<file path="src/rtl/imm_gen_pkg.sv">
// rtl/imm_gen_pkg.sv - immediate type codes shared by the imm_gen blocks
package imm_gen_pkg;

    localparam logic [2:0] IMM_I   = 3'd0;
    localparam logic [2:0] IMM_S   = 3'd1;
    localparam logic [2:0] IMM_B   = 3'd2;
    localparam logic [2:0] IMM_U   = 3'd3;
    localparam logic [2:0] IMM_J   = 3'd4;
    localparam logic [2:0] IMM_Z   = 3'd5;
    localparam logic [2:0] IMM_SH  = 3'd6;
    localparam logic [2:0] IMM_ILL = 3'd7;

    function automatic logic imm_type_legal(input logic [2:0] itype);
        return itype != IMM_ILL;
    endfunction

endpackage

</file>
<file path="src/rtl/imm_gen_decode.sv">
// rtl/imm_gen_decode.sv - combinational instruction-word to immediate decoder
module imm_gen_decode
    import imm_gen_pkg::*;
#(
    parameter int XLEN = 32
) (
    input  logic [31:0]     inst,
    input  logic [2:0]      itype,
    output logic [XLEN-1:0] imm,
    output logic            err
);

    // Every form is first assembled to 32 bits; zero-extended forms keep bit 31
    // clear so the final widening to XLEN can always be a sign extension.
    logic [31:0] field;
    logic        unused_opcode;

    assign unused_opcode = ^inst[6:0];

    always_comb begin
        field = '0;
        case (itype)
            IMM_I:   field = {{20{inst[31]}}, inst[31:20]};
            IMM_S:   field = {{20{inst[31]}}, inst[31:25], inst[11:7]};
            IMM_B:   field = {{19{inst[31]}}, inst[31], inst[7], inst[30:25], inst[11:8], 1'b0};
            IMM_U:   field = {inst[31:12], 12'b0};
            IMM_J:   field = {{11{inst[31]}}, inst[31], inst[19:12], inst[20], inst[30:21], 1'b0};
            IMM_Z:   field = {27'b0, inst[19:15]};
            IMM_SH:  field = (XLEN == 64) ? {26'b0, inst[25:20]} : {27'b0, inst[24:20]};
            default: field = '0;
        endcase
    end

    assign err = !imm_type_legal(itype);
    assign imm = XLEN'($signed(field));

endmodule

</file>
<file path="src/rtl/imm_gen_pipe.sv">
// rtl/imm_gen_pipe.sv - elastic pipelined immediate generator with squash and occupancy count
module imm_gen_pipe
    import imm_gen_pkg::*;
#(
    parameter int XLEN   = 32,
    parameter int STAGES = 2
) (
    input  logic                          clk,
    input  logic                          reset,
    input  logic                          in_val,
    output logic                          in_rdy,
    input  logic [31:0]                   in_inst,
    input  logic [2:0]                    in_type,
    input  logic                          squash,
    output logic                          out_val,
    input  logic                          out_rdy,
    output logic [XLEN-1:0]               out_imm,
    output logic                          out_err,
    output logic [$clog2(STAGES+1)-1:0]   count
);

    localparam int CW = $clog2(STAGES + 1);

    typedef struct packed {
        logic            val;
        logic            err;
        logic [XLEN-1:0] imm;
    } stage_t;

    logic [XLEN-1:0]   dec_imm;
    logic              dec_err;
    logic [STAGES-1:0] vld;
    logic [STAGES-1:0] acc;
    stage_t            st [STAGES];
    stage_t            last;

    imm_gen_decode #(
        .XLEN(XLEN)
    ) u_decode (
        .inst (in_inst),
        .itype(in_type),
        .imm  (dec_imm),
        .err  (dec_err)
    );

    // A stage can take new content when empty or when everything ahead drains;
    // resolved back from the output so a streaming pipe never bubbles.
    always_comb begin : ready_chain
        logic nxt;
        nxt = out_rdy;
        for (int k = STAGES - 1; k >= 0; k--) begin
            nxt    = !vld[k] || nxt;
            acc[k] = nxt;
        end
    end

    for (genvar k = 0; k < STAGES; k++) begin : g_stage
        stage_t src;

        if (k == 0) begin : g_head
            assign src = '{val: in_val, err: dec_err, imm: dec_imm};
        end else begin : g_body
            assign src = st[k-1];
        end

        assign vld[k] = st[k].val;

        always_ff @(posedge clk) begin
            if (reset) begin
                st[k] <= '0;
            end else if (squash) begin
                st[k].val <= 1'b0;
            end else if (acc[k]) begin
                st[k].val <= src.val;
                if (src.val) begin
                    st[k].imm <= src.imm;
                    st[k].err <= src.err;
                end
            end
        end
    end

    assign last    = st[STAGES-1];
    assign out_val = last.val && !squash;
    assign out_imm = last.imm;
    assign out_err = last.err;
    assign in_rdy  = acc[0] && !squash;

    always_comb begin
        count = '0;
        for (int k = 0; k < STAGES; k++) begin
            count = count + CW'(vld[k]);
        end
    end

endmodule

</file>
<file path="config.mk">
export PLATFORM = sky130hd
export DESIGN_NAME = imm_gen_pipe
export DESIGN_NICKNAME = d
export VERILOG_FILES = /design/src/rtl/imm_gen_pkg.sv /design/src/rtl/imm_gen_decode.sv /design/src/rtl/imm_gen_pipe.sv
export SDC_FILE = /design/constraint.sdc
export NUM_CORES = 1
export LEC_CHECK = 0
export ABC_CLOCK_PERIOD_IN_PS = 3220
export CORE_MARGIN = 2
export CORE_UTILIZATION = 40
export CTS_BUF_LIST = sky130_fd_sc_hd__clkbuf_16
export CTS_CLUSTER_SIZE = 24
export DETAILED_ROUTE_END_ITERATION = 7
export DONT_BUFFER_PORTS = 1
export PLACE_DENSITY = 0.57
export SLEW_MARGIN = 20
export SYNTH_ARGS = -nofsm -noshare
export SYNTH_HDL_FRONTEND = slang
export SYNTH_SLANG_ARGS = --single-unit
</file>
<file path="constraint.sdc">
create_clock -name clk -period 3.22 [get_ports clk]
set_clock_uncertainty 0.2 [all_clocks]
set_input_delay 0.322 -clock clk [delete_from_list [all_inputs] [get_ports clk]]
set_output_delay 0.322 -clock clk [all_outputs]
set_load 0.1 [all_outputs]
</file>
# [After elaboration in Yosys (flattened, before gate mapping)]
# Memory sizes are Yosys's and may differ from the RTL's.
# Cells that the tools add are included.
[word_totals] reg_bits=0 mem_bits_rw=68 in_bits=40 out_inout_bits=37 word_cells=58 n_memories=1
[classes] add_sub_neg=1 eq_ne=7 mux=32 n_bitwise=8 n_reduce_logical=9
[memory_table] memory="st" words=2 word_bits=34 rd=2 rd_clocked_by_memory_dff=0 wr=2 line_no="imm_gen_pipe.sv:34" text="stage_t st [STAGES];"
[ops] operator="one-hot mux 32 bit (7 select lines)" n=1
[ops] operator="two-way mux 32 bit" n=2
[ops] operator="two-way mux 1 bit" n=29
[ops] operator="equality test 3 bit, second input constant" n=3
[ops] operator="bitwise OR 1 bit" n=8
[ops] operator="equality test 3 x 2 -> 1 bit, second input constant" n=2
[ops] operator="zero test 1 bit" n=4
[ops] operator="equality test 3 x 1 -> 1 bit, second input constant" n=1
[ops] operator="zero test 3 bit" n=1
[ops] operator="!= test 3 bit, second input constant" n=1
[ops] operator="adder 1 x 1 -> 2 bit" n=1
[ops] operator="logical AND 1 bit" n=2
[ops] operator="logical OR 1 bit" n=2

# [Depth between registers and ports, before layout]
# Gate-level depths: netlist (run 1).
# An unclocked memory read counts as a cell.
[depth] depth_word=9 ltp_mapped=6 mapped_depth_nobuf=3

# [By module]
# Synthesis (run 1) repeated with hierarchy kept, for this count alone.
[unflattened] hier_cells=321 hier_area_um2=3818.7
[by_module_without_submodules] module="imm_gen_pipe" instances=1 cells_per_inst=235 area_each_um2=3204.3 seq_area_each_um2=2042.0
[by_module_without_submodules] module="imm_gen_decode" instances=1 cells_per_inst=86 area_each_um2=614.3 seq_area_each_um2=0.0

# [Worst setup path before layout (run 1)]
# OpenSTA, ideal clock, no wires.
[synth_timing] kind="register to register" start="memory st[0][33] (netlist name)" end="memory st[0][0] (netlist name), enable pin" setup_ns=0.430 arrival_time_ns=2.206 t_required_ns=2.590 slack_ns=0.384 path_stages_with_launch=4 n_path_buf=0 period_less_slack_ns=2.836 path_cell_list="edfxtp_1 nand3b_1 nand2_1 o21bai_1"
[synth_lines] element="start, declared" line_no="imm_gen_pipe.sv:34"

==> results of run 1 <==
[stage by stage]
| step | std cells | util, % | hold slack [ps] |
|---|---|---|---|
| final | 362 | 43.6 | 11.2 |
| after detailed placement | 342 | 39.5 | 307 |
| after global placement | 342 | 39.5 | 304 |
| after floorplan | 287 | - | 297 |
| after global routing | 362 | 43.6 | 13.0 |
| after CTS | 362 | 43.6 | 3.33 |
[metal layers]
metal / track usage [%] / up-vias / wire length, microns
met1: 16.7 / 895 / 2670
met4: 5.20 / 0 / 107
li1: - / 921 / -
met2: 22.5 / 58 / 3040
met3: 7.01 / 8 / 495
met5: 0 / - / 0
[path summary, 6_finish.rpt]
check | endpoint | start | slack [ps]
worst max-delay path | count[0] | st[0][33] | 1010
worst min-delay path | st[0][5] | in_inst[25] | 10
worst max register to register | st[0][13] | st[0][33] | 1020
worst min register to register | st[1][21] | st[0][21] | 320
[what timing repair did]
item,4_1_cts,5_1_grt
endpoints found under the hold margin,4,0
hold buffers,4,0
buffers inserted,0,0
[synth_stat cells (all sizes together)]
library cell	n	share of area, %
mux2	1	0.33
a21o	4	0.87
nand3	11	1.6
nand2	18	2.0
o21bai	1	0.22
nand2b	3	0.76
and2b	1	0.22
and2	39	7.1
maj3	1	0.33
nand4	1	0.18
o21ba	9	2.6
inv	1	0.11
a21oi	33	4.8
edfxtp	68	59
or4b	1	0.29
and4b	1	0.33
nor3b	1	0.22
mux2i	4	1.2
nor2	8	0.95
ha	1	0.36
buf	44	9.2
and3b	2	0.51
nand4b	1	0.25
a31oi	1	0.18
clkbuf	9	1.1
nand3b	16	3.5
o21ai	1	0.15
or2	1	0.18
a211o	4	1.0
nor2b	1	0.18
[power by group through the flow]
| stage | sequential [mW] | combinational (mW) | clock, mW |
|---|---|---|---|
| 4_1_cts | 1.21 | 0.110 | 0.999 |
| 2_1_floorplan | 1.06 | 0.290 | 0 |
| 5_1_grt | 1.21 | 0.119 | 1.04 |
| 3_5_place_dp | 1.23 | 0.105 | 0 |
| 6_report | 1.21 | 0.108 | 0.980 |
| 3_3_place_gp | 1.23 | 0.104 | 0 |
[area by class of cell]
class	count	area [sq um]	share of cell area [%]
Tap cell	105	131	3.65
Multi-Input combinational cell	165	1060	29.4
Clock inverter	7	76.3	2.12
Timing Repair Buffer	7	62.6	1.74
Sequential cell	68	2040	56.7
Clock buffer	9	225	6.26
Inverter	1	3.75	0.104
[layout by cell type, fill, tap and decap left out, types with 3 or more instances in the layout]
cell                            count
sky130_fd_sc_hd__a211o_1            4
sky130_fd_sc_hd__a21o_1             4
sky130_fd_sc_hd__a21oi_1           32
sky130_fd_sc_hd__and2_1            39
sky130_fd_sc_hd__buf_4              3
sky130_fd_sc_hd__clkbuf_16          9
sky130_fd_sc_hd__dlygate4sd3_1      4
sky130_fd_sc_hd__edfxtp_1          68
sky130_fd_sc_hd__mux2i_1            4
sky130_fd_sc_hd__nand2_1           18
sky130_fd_sc_hd__nand3_1           11
sky130_fd_sc_hd__nand3b_1          16
sky130_fd_sc_hd__nor2_1             7
sky130_fd_sc_hd__o21ba_2            9
[cell families after synthesis]
kind of cell | count (synthesis) | share of synthesized area, %
simple gates | 105 | 18.2
flops | 68 | 59.4
buf+inv | 54 | 10.4
compound gates | 53 | 9.86
mux | 5 | 1.49
fa+ha+maj | 2 | 0.691
==> summary by stage, run 1 <==
Run status
The flow ran to the end, and the final reports show no timing, DRC or antenna violations.

Power and ir drop
The share of power burned in registers is 52.6%. The maximum vdd ir drop is 295 uV. The total leakage power is roughly 1.3 nW.

Combinational logic is responsible for 4.7% of the overall power. The internal power of the cells totals between 1.5 and 2 mW. For this design the ratio of total power to cell area is 638 nW/um^2. The share of total power in the clock network is 42.7%. Overall power consumption after layout is estimated at 2.30 mW. The switching part of the total power is 26.9%. The net switching power is 0.617 mW.

Logic synthesis
Summing every instance area after synthesis gives approximately 3400 sq um. Counting every instance in the synthesized netlist gives 287. The number of synthesis warnings is 0. The netlist uses 35 different library cells. The post-synthesis area per instance is 12.0 sq um. The net count after synthesis is 328. The sequential element share of the synthesized area is 59.4%. The number of storage elements in the synthesis netlist is 68.

Floorplanning
From left edge to right edge, the die measures 96.7 microns. Once the floorplan was initialized, standard cells occupied 41.7% of the core. Row generation in the floorplan step produced 33 rows. The die covers between 9000 and 10,000 sq um. The standard cell core area is just over 8000 sq um.

From bottom edge to top edge, the die measures 96.7 microns. The number of primary I/O pins is 77.

Setup path
On the critical path the largest part of the delay comes from adder cells. The delay of the slowest critical-path stage is approximately 900 ps. The required time of the worst setup path is 2700 ps. The buffers plus inverters on the worst setup path is 0.

The arrival time of data at the critical path endpoint is 1690 ps. Along the worst path, the maximum fanout reaches 6. The type of element capturing the critical path is a primary output. In this run the number of cells on the critical path is 1. On the critical path, the stage with the largest delay is an instance of sky130_fd_sc_hd__ha_1. The worst-case reg-to-reg path depth is 3. The signal on the critical path passes through ha_1.

The startpoint type of the worst setup path is a register. The classification of the worst setup path is reg2out.

Clocking
TritonCTS built the clock tree. The post-cts gate resize count is 0. The clock-pin slew of the registers on the worst-case setup and hold paths is 60 ps. The library cell used as clock root buffer is sky130_fd_sc_hd__clkbuf_16.

The count of clock tree sinks is 68. The maximum number of buffers from clock root to sink is 2. In this run, CTS created clock tree buffers numbering 9. The H-tree depth is 3. The latest clock arrival within the worst-skew pair is 330 ps.

Layout
The register with the most flip-flops in the layout has 68 of them. st holds more flip-flops than any other register. The layout has a little under 800 filler cells.

The fraction of layout cells with a size suffix above 1 is about 14%. The antenna diode count is 0. The largest registers in the layout are st x68. The net count of the finished layout is 293. The area growth from synthesis to layout is 4.66%. The finished cells cover around 3600 sq um.

STA
Static timing analysis puts the maximum clock frequency at 452 MHz. Setup slack on the critical path of the routed design comes to around 1000 ps. The clock period minus worst slack is approximately 2200 ps. For the pin with the worst max-slew slack, the measured transition is approximately 1100 ps.

Setup repair after global routing left no endpoint under its margin. The number of endpoints failing setup at the final stage is 0. Adding up every negative setup slack in the final design gives 0 ps. After layout, the worst path uses around two thirds of the clock period. The remaining max-slew budget at the tightest pin is 28.7%. The final-report max-slew violation count was 0. The number of endpoints with negative hold slack in the final report is 0.

Drt
The remaining number of nets flagged by the antenna check after routing is 0. For this run, design rule violations remaining after detail routing come to 0. After detailed routing, the total wire length is 6.31 mm. After detailed routing, the number of vias per cell comes to around 5.2. The routed length per placed instance is 17.4 microns.

The pre-antenna-repair detailed-routing pass consisted of 4 iterations. The initial DRC count is 67. The total number of vias is 1,882.

Place
The count of buffers inserted at the top-level ports is 0. The HPWL after detailed placement is 3.93 mm. Timing analysis after detailed placement gives a worst setup slack of 1010 ps. The routability congestion estimate is 0.789.

The cell area reported after detailed placement is about 3300 sq um.

Worst hold path
Along the worst hold path, the cell count comes to 1. The worst min-delay path class is in2reg.

Global routing
In the global route stage, overall resource usage came out at 14.2%. The number of antenna violations at the first check in global routing was 0. The via count of the first global-routing pass is between 1.5k and 2k.

The sum of overflow across all layers after global routing is 0. The largest net degree at the start of global routing is 39. The wire length of the first global-routing pass is 10.4 mm.

Flow run
The max-cap check violation count is 0.
Note: power is estimated with default switching activity, not from simulation.
==> run 2, diff against run 1 <==
--- a/config.mk
+++ b/config.mk
@@ -5,7 +5,7 @@
 export SDC_FILE = /design/constraint.sdc
 export NUM_CORES = 1
 export LEC_CHECK = 0
-export ABC_CLOCK_PERIOD_IN_PS = 3220
+export ABC_CLOCK_PERIOD_IN_PS = 2300
 export CORE_MARGIN = 2
 export CORE_UTILIZATION = 40
 export CTS_BUF_LIST = sky130_fd_sc_hd__clkbuf_16
==> constraint.sdc (replaced) <==
create_clock -name clk -period 2.3 [get_ports clk]
set_clock_uncertainty 0.2 [all_clocks]
set_input_delay 0.23 -clock clk [delete_from_list [all_inputs] [get_ports clk]]
set_output_delay 0.23 -clock clk [all_outputs]
set_load 0.1 [all_outputs]
==> run 2 against run 1 <==
Worst setup slack got worse by 690 ps. Sequential share of layout area decreased by 6.5 points. Worst hold slack gained 1.6 ps. Flip-flop and latch count did not move. Global-route usage decreased by 0.11 points. Die area unchanged. Clock power grew 47%. Combinational power rose to 4.2 times the previous value. Sequential power grew 21%.
==> summary by stage, run 2 (synthesized netlist as in run 1, its figures left out) <==
Clocking
The TritonCTS buffer count is 9 (unchanged). The clock-pin slew of the registers on the worst-case setup and hold paths is 60 ps (about the same). The maximum number of buffers from clock root to sink is 2 (unchanged).

The H-tree depth was 3 (unchanged). The tree is rooted in a sky130_fd_sc_hd__clkbuf_16. The latest clock arrival within the worst-skew pair was 320 ps (about the same).

The count of hold buffers inserted by post-cts repair is 17 (+13). The post-cts gate resize count came to 0 (unchanged). The count of clock tree sinks is 68 (unchanged). The TritonCTS clock tree is built. The number of setup buffers added after CTS is 0 (unchanged).

Drt
The total number of vias came to 2,032 (+8.0%). The routed length per placed instance was 15.2 microns (-13%). The remaining number of nets flagged by the antenna check after routing is 0 (unchanged). The total wire length after detailed routing is 6.32 mm (+0.13%). The detailed-route DRC error count is 0 (unchanged). The vias per cell was 4.88 (-6.0%). The iteration count of the initial detailed-routing pass came to 4 (unchanged). The initial DRC count is 80 (+19%).

Place
The count of buffers inserted at the top-level ports came to 0 (unchanged). The cell area reported after detailed placement came to 3580 sq um (+9.8%). The half-perimeter wire length after detailed placement is 4.16 mm (+5.9%). The routability congestion estimate is 0.771 (-2.4%).

Layout
The area of all placed cells without fillers came to 4070 sq um (+13%). Counting flops per register, the top entry is st. The number of inserted filler cells in the final layout is 734 (-6.9%). The layout overhead on the synthesized area is 18.2%.

The antenna diode count is 0 (unchanged). The number of flip-flops under the largest register name is 68 (unchanged). Leaving out fill and tap cells, the most frequent cell in the layout is sky130_fd_sc_hd__edfxtp_1. The largest registers in the layout are st x68. The fraction of layout cells with a size suffix above 1 is 24.8% (+10 points). The library cells used most frequently in the layout, excluding fill and tap cells, are sky130_fd_sc_hd__edfxtp_1 (68), sky130_fd_sc_hd__buf_4 (43), sky130_fd_sc_hd__and2_1 (39).

The post-layout net count was 347 (+18%).

STA
The number of endpoints with negative hold slack in the final report is 0 (unchanged). The achievable clock frequency is 506 MHz. The remaining max-slew budget at the tightest pin was 58.6% (+30 points). The final-report max-slew violation count is 0 (unchanged).

The total negative slack for setup checks is 0 ps (unchanged). Setup repair after global routing left no endpoint under its margin. The slew at the pin with the worst max-slew slack is 620 ps (-445 ps). The number of endpoints failing setup at the final stage was 0 (unchanged). The clock period minus worst slack is 1980 ps. The share of the cycle needed by the critical path after routing is 86.0%.

Worst hold path
The worst min-delay path class is in2reg.

Power and ir drop
The total leakage power is 1.54 nW (+22%). The maximum vdd ir drop came to 412 uV (+40%). The power density over the cells is 826 nW/um^2 (+29%). The final total power is 3.36 mW (+46%).

Setup path
The kind of cell adding the most delay to the critical path is simple AND/OR/NAND/NOR gates. The delay of the slowest critical-path stage is 480 ps (-420 ps). The critical path goes through nand3b_1 > nand3_1 > buf_4 > a21oi_1. The library cell contributing the largest single delay on the critical path is sky130_fd_sc_hd__nand3_1. The required time of the worst setup path is 2270 ps (-430 ps). STA classifies the critical path startpoint as a register.

The classification of the worst setup path is reg2reg. The buffers plus inverters on the worst setup path is 1 (+1). The arrival time of data at the critical path endpoint is 1950 ps (+260 ps). The maximum net fanout on the critical path is 17 (+11). The type of element capturing the critical path is a register.

Floorplanning
The number of primary I/O pins is 77 (unchanged). The number of rows in the core area is 33 (unchanged). The die footprint came to 9360 sq um (unchanged).

The width of the die is 96.7 microns (unchanged). The starting utilization of the core area is 41.7% (unchanged). The standard cell core area came to 8260 sq um (unchanged). The die span in y is 96.7 microns (unchanged).

Global routing
The number of antenna violations at the first check in global routing is 0 (unchanged). The aggregate global-route resource usage was 14.1% (-0.11 points). The wire length of the first global-routing pass was 10.3 mm (-0.99%). The largest net degree at the start of global routing is 39 (unchanged).

The via count of the first global-routing pass is 1,989 (+0.96%). The sum of overflow across all layers after global routing is 0 (unchanged).

Flow run
The max-cap check violation count came to 0 (unchanged).

Run status
The flow ran to the end, and the final reports show no timing, DRC or antenna violations.
-- run 2: metrics by stage --
stage	std cells	hold WS, ps	util, %	worst slack [ps]
finish	416	12.8	49.2	323
floorplan	287	228	-	138
detailed placement	383	236	43.3	327
global route	416	19.5	49.2	133
CTS	416	2.94	49.2	299
global placement	383	236	43.3	336
-- run 2: worst reg2reg max path, cell delays in order, from the launching register on --
cell	delay, ps
sky130_fd_sc_hd__edfxtp_1	470
sky130_fd_sc_hd__nand3b_1	200
sky130_fd_sc_hd__nand3_1	480
sky130_fd_sc_hd__buf_4	340
sky130_fd_sc_hd__a21oi_1	140
-- run 2: where the power goes --
part	leakage, nW	switching (mW)	internal, mW
combinational	0.692	0.332	0.120
clock	0.153	0.500	0.944
sequential	0.697	0.0183	1.44
total	1.54	0.851	2.51
-- run 2: cell type report --
class                      instances  area (sq um)  share of cell area [%]
multi-input combinational        165          1060                    26.0
inverter                           1          3.75                  0.0923
timing repair buffer              61           513                    12.6
clock inverter                     7          92.6                    2.28
tap                              105           131                    3.23
clock buffer                       9           225                    5.54
sequential                        68          2040                    50.2
-- run 2: metal layers --
metal / track usage [%] / vias to the layer above / routed length, microns
met1: 17.7 / 943 / 2690
met4: 6.18 / 0 / 83
met5: 0 / - / 0
met2: 22.6 / 54 / 3150
li1: - / 1029 / -
met3: 4.12 / 6 / 399
-- run 2: worst paths after layout --
path | start | to | slack [ps] | depth (start not counted)
setup / recovery | st[0][33] | st[0][23] | 320 | 4
hold / removal | in_type[2] | st[0][0] | 10 | 2
setup reg to reg | st[0][33] | st[0][23] | 320 | 4
hold reg to reg | st[0][20] | st[1][20] | 310 | 1
==> run 3, diff against run 2 <==
--- a/config.mk
+++ b/config.mk
@@ -13,6 +13,7 @@
 export DETAILED_ROUTE_END_ITERATION = 7
 export DONT_BUFFER_PORTS = 1
 export PLACE_DENSITY = 0.57
+export RECOVER_POWER = 50
 export SLEW_MARGIN = 20
 export SYNTH_ARGS = -nofsm -noshare
 export SYNTH_HDL_FRONTEND = slang
==> run 3 against run 2 <==
First-iteration DRC count increased by 2.5%. Core utilization decreased by 1.8 points. Fmax increased by 0.55%. Die area unchanged. Sequential share of layout area increased by 1.9 points. Sequential power about the same. Critical path type unchanged. Critical endpoint unchanged. Largest cell class unchanged.
==> summary by stage, run 3 (synthesized netlist as in run 1, its figures left out) <==
Power and ir drop
The share of total power in the clock network is 43.4% (+0.4 points). The total leakage power was 1.38 nW (-10%). The switching part of the total power is 25.5% (+0.20 points). The share of power burned in registers was 44.0% (+0.4 points). The power density over the cells is 849 nW/um^2 (+2.8%). The net switching power is 0.849 mW (-0.14%). The total internal power was 2.48 mW (-1.2%). The maximum vdd ir drop is 413 uV (+0.25%).

The fraction of power consumed by combinational cells is 12.6% (-0.8 points). The final total power came to 3.33 mW (-0.93%).

Global routing
The via count of the first global-routing pass came to 1,989 (unchanged). The largest net degree at the start of global routing is 39 (unchanged). The number of antenna violations at the first check in global routing is 0 (unchanged). The sum of overflow across all layers after global routing is 0 (unchanged). The aggregate global-route resource usage is 14.1% (unchanged). The wire length of the first global-routing pass is 10.3 mm (unchanged).

Setup path
The worst-case reg-to-reg path depth was 4 (unchanged). The most critical setup path has its endpoint at st[0][23]. The worst flop-to-flop path endpoint is st[0][23]. The classification of the worst setup path is reg2reg. STA classifies the critical path endpoint as a register. The arrival time of data at the critical path endpoint is 1940 ps (about the same). The beginning of the worst register-to-register path is st[0][33]. In this run the worst setup path begins at st[0][33].

The maximum net fanout on the critical path is 17 (unchanged). The worst setup path is launched from a register. The required time of the worst setup path is 2270 ps (about the same).

The register-to-register setup slack is 330 ps (about the same).

Clocking
The maximum number of buffers from clock root to sink is 2 (unchanged). The count of clock tree sinks is 68 (unchanged). The library cell used as clock root buffer is sky130_fd_sc_hd__clkbuf_16. The clock-pin slew of the registers on the worst-case setup and hold paths is 60 ps (about the same). The post-cts gate resize count came to 0 (unchanged). The latest clock arrival within the worst-skew pair came to 320 ps (about the same). The TritonCTS clock tree is built.

The H-tree depth was 3 (unchanged). The TritonCTS buffer count is 9 (unchanged).

STA
The number of endpoints with negative hold slack in the final report was 0 (unchanged). The final hold slack was 14.8 ps (+1.99 ps). The remaining max-slew budget at the tightest pin is 20.2% (-38 points). Setup repair after global routing left no endpoint under its margin.

The total negative slack for setup checks is 0 ps (unchanged). The final-report max-slew violation count is 0 (unchanged). The achievable clock frequency is 509 MHz (+0.55%).

The clock period minus worst slack is 1970 ps (-10.8 ps). The minimum setup slack in the final design is 334 ps (+10.8 ps). The share of the cycle needed by the critical path after routing is 85.5% (-0.47 points). The number of endpoints failing setup at the final stage was 0 (unchanged).

The slew at the pin with the worst max-slew slack is 1200 ps (+583 ps).

Place
The instance count after placement with tap cells included came to 383 (unchanged). The pre-CTS worst setup slack was 327 ps (unchanged). The count of buffers inserted at the top-level ports came to 0 (unchanged).

The cell area reported after detailed placement is 3580 sq um (unchanged). The half-perimeter wire length after detailed placement came to 4.16 mm (unchanged). The routability congestion estimate is 0.771 (unchanged).

Run status
The flow ran to the end, and the final reports show no timing, DRC or antenna violations.

Floorplanning
The number of rows in the core area is 33 (unchanged). The width of the die is 96.7 microns (unchanged). The number of primary I/O pins is 77 (unchanged).

The die footprint is 9360 sq um (unchanged). The die span in y is 96.7 microns (unchanged). The starting utilization of the core area is 41.7% (unchanged). The standard cell core area was 8260 sq um (unchanged).

Drt
The total number of vias is 2,039 (+0.34%). The detailed-route DRC error count is 0 (unchanged). The iteration count of the initial detailed-routing pass is 5 (+1).

The remaining number of nets flagged by the antenna check after routing came to 0 (unchanged). The routed length per placed instance is 15.3 microns (+0.46%). The initial DRC count is 82 (+2.5%). The total wire length after detailed routing is 6.35 mm (+0.46%).

The vias per cell is 4.90 (+0.34%).

Layout
Relative to the synthesized area, the layout overhead comes to 13.9%. The utilization after layout came to 47.4% (-1.8 points). The fraction of layout cells with a size suffix above 1 is 13.5% (-11 points). The antenna diode count came to 0 (unchanged). The area of all placed cells without fillers came to 3920 sq um (-3.7%). Leaving out fill and tap cells, the most frequent cell in the layout is sky130_fd_sc_hd__edfxtp_1. st holds more flip-flops than any other register. The non-filler instance count after layout is 416 (unchanged). In the final layout, the registers with the most flip-flops are st x68. The post-layout net count is 347 (unchanged). Leaving out fill and tap cells, the most frequent cells in the layout are sky130_fd_sc_hd__edfxtp_1 (68), sky130_fd_sc_hd__clkbuf_1 (34), sky130_fd_sc_hd__a21oi_1 (32).

The number of flip-flops under the largest register name was 68 (unchanged).

Worst hold path
The worst min-delay path class is in2reg. In this run the most critical hold path is launched from in_type[2].

Flow run
The max-cap check violation count is 0 (unchanged).
run 3: cell types whose count changed in the layout (fill, tap and decap cells not counted):
| cell | previous run | this run |
|---|---|---|
| sky130_fd_sc_hd__and2_1 | 39 | 17 |
| sky130_fd_sc_hd__clkbuf_2 | 0 | 3 |
| sky130_fd_sc_hd__and4b_1 | 0 | 1 |
| sky130_fd_sc_hd__buf_12 | 1 | 0 |
| sky130_fd_sc_hd__and4b_2 | 1 | 0 |
| sky130_fd_sc_hd__clkbuf_4 | 0 | 1 |
| sky130_fd_sc_hd__buf_4 | 43 | 6 |
| sky130_fd_sc_hd__clkbuf_1 | 0 | 34 |
| sky130_fd_sc_hd__and2_0 | 0 | 22 |
run 3: per-layer routing:
| layer | track usage, % | vias up | part of all wire [%] |
|---|---|---|---|
| li1 | - | 1031 | - |
| met1 | 17.7 | 943 | 43 |
| met2 | 22.6 | 59 | 50 |
| met3 | 4.12 | 6 | 6.5 |
| met4 | 6.18 | 0 | 1.3 |
| met5 | 0 | - | 0 |
run 3: power by group through the flow:
stage / combinational, mW / clock, mW / sequential, mW
floorplan: 0.407 / 0 / 1.49
global placement: 0.424 / 0 / 1.49
detailed placement: 0.427 / 0 / 1.49
CTS: 0.455 / 1.47 / 1.46
global route: 0.441 / 1.54 / 1.47
finish: 0.420 / 1.44 / 1.46
run 3: cell type report:
cell class,count,area [sq um]
clock buffer,9,225
clock inverter,7,92.6
fill,775,4340
inverter,1,3.75
multi-input combinational,165,1060
sequential,68,2040
tap,105,131
timing repair buffer,61,365
run 3: timing repair:
action | CTS | global route
hold endpoints to repair | 23 | 0
hold buffers | 17 | 0
buffers inserted | 0 | 0
run 3: how the worst min path moves through the flow:
stage | slack, ps | cells past startpoint | end
floorplan | 230 | 1 | st[0][10]
detailed placement | 240 | 1 | st[0][8]
CTS | 3 | 2 | st[0][0]
finish | 10 | 2 | st[0][0]
global route | 20 | 2 | st[0][2]
global placement | 240 | 1 | st[0][8]
run 3: worst max-delay path, cell delays in order (launching register included):
cell and delay, ps:
sky130_fd_sc_hd__edfxtp_1 470, sky130_fd_sc_hd__nand3b_1 200, sky130_fd_sc_hd__nand3_1 470, sky130_fd_sc_hd__buf_4 340
sky130_fd_sc_hd__a21oi_1 140
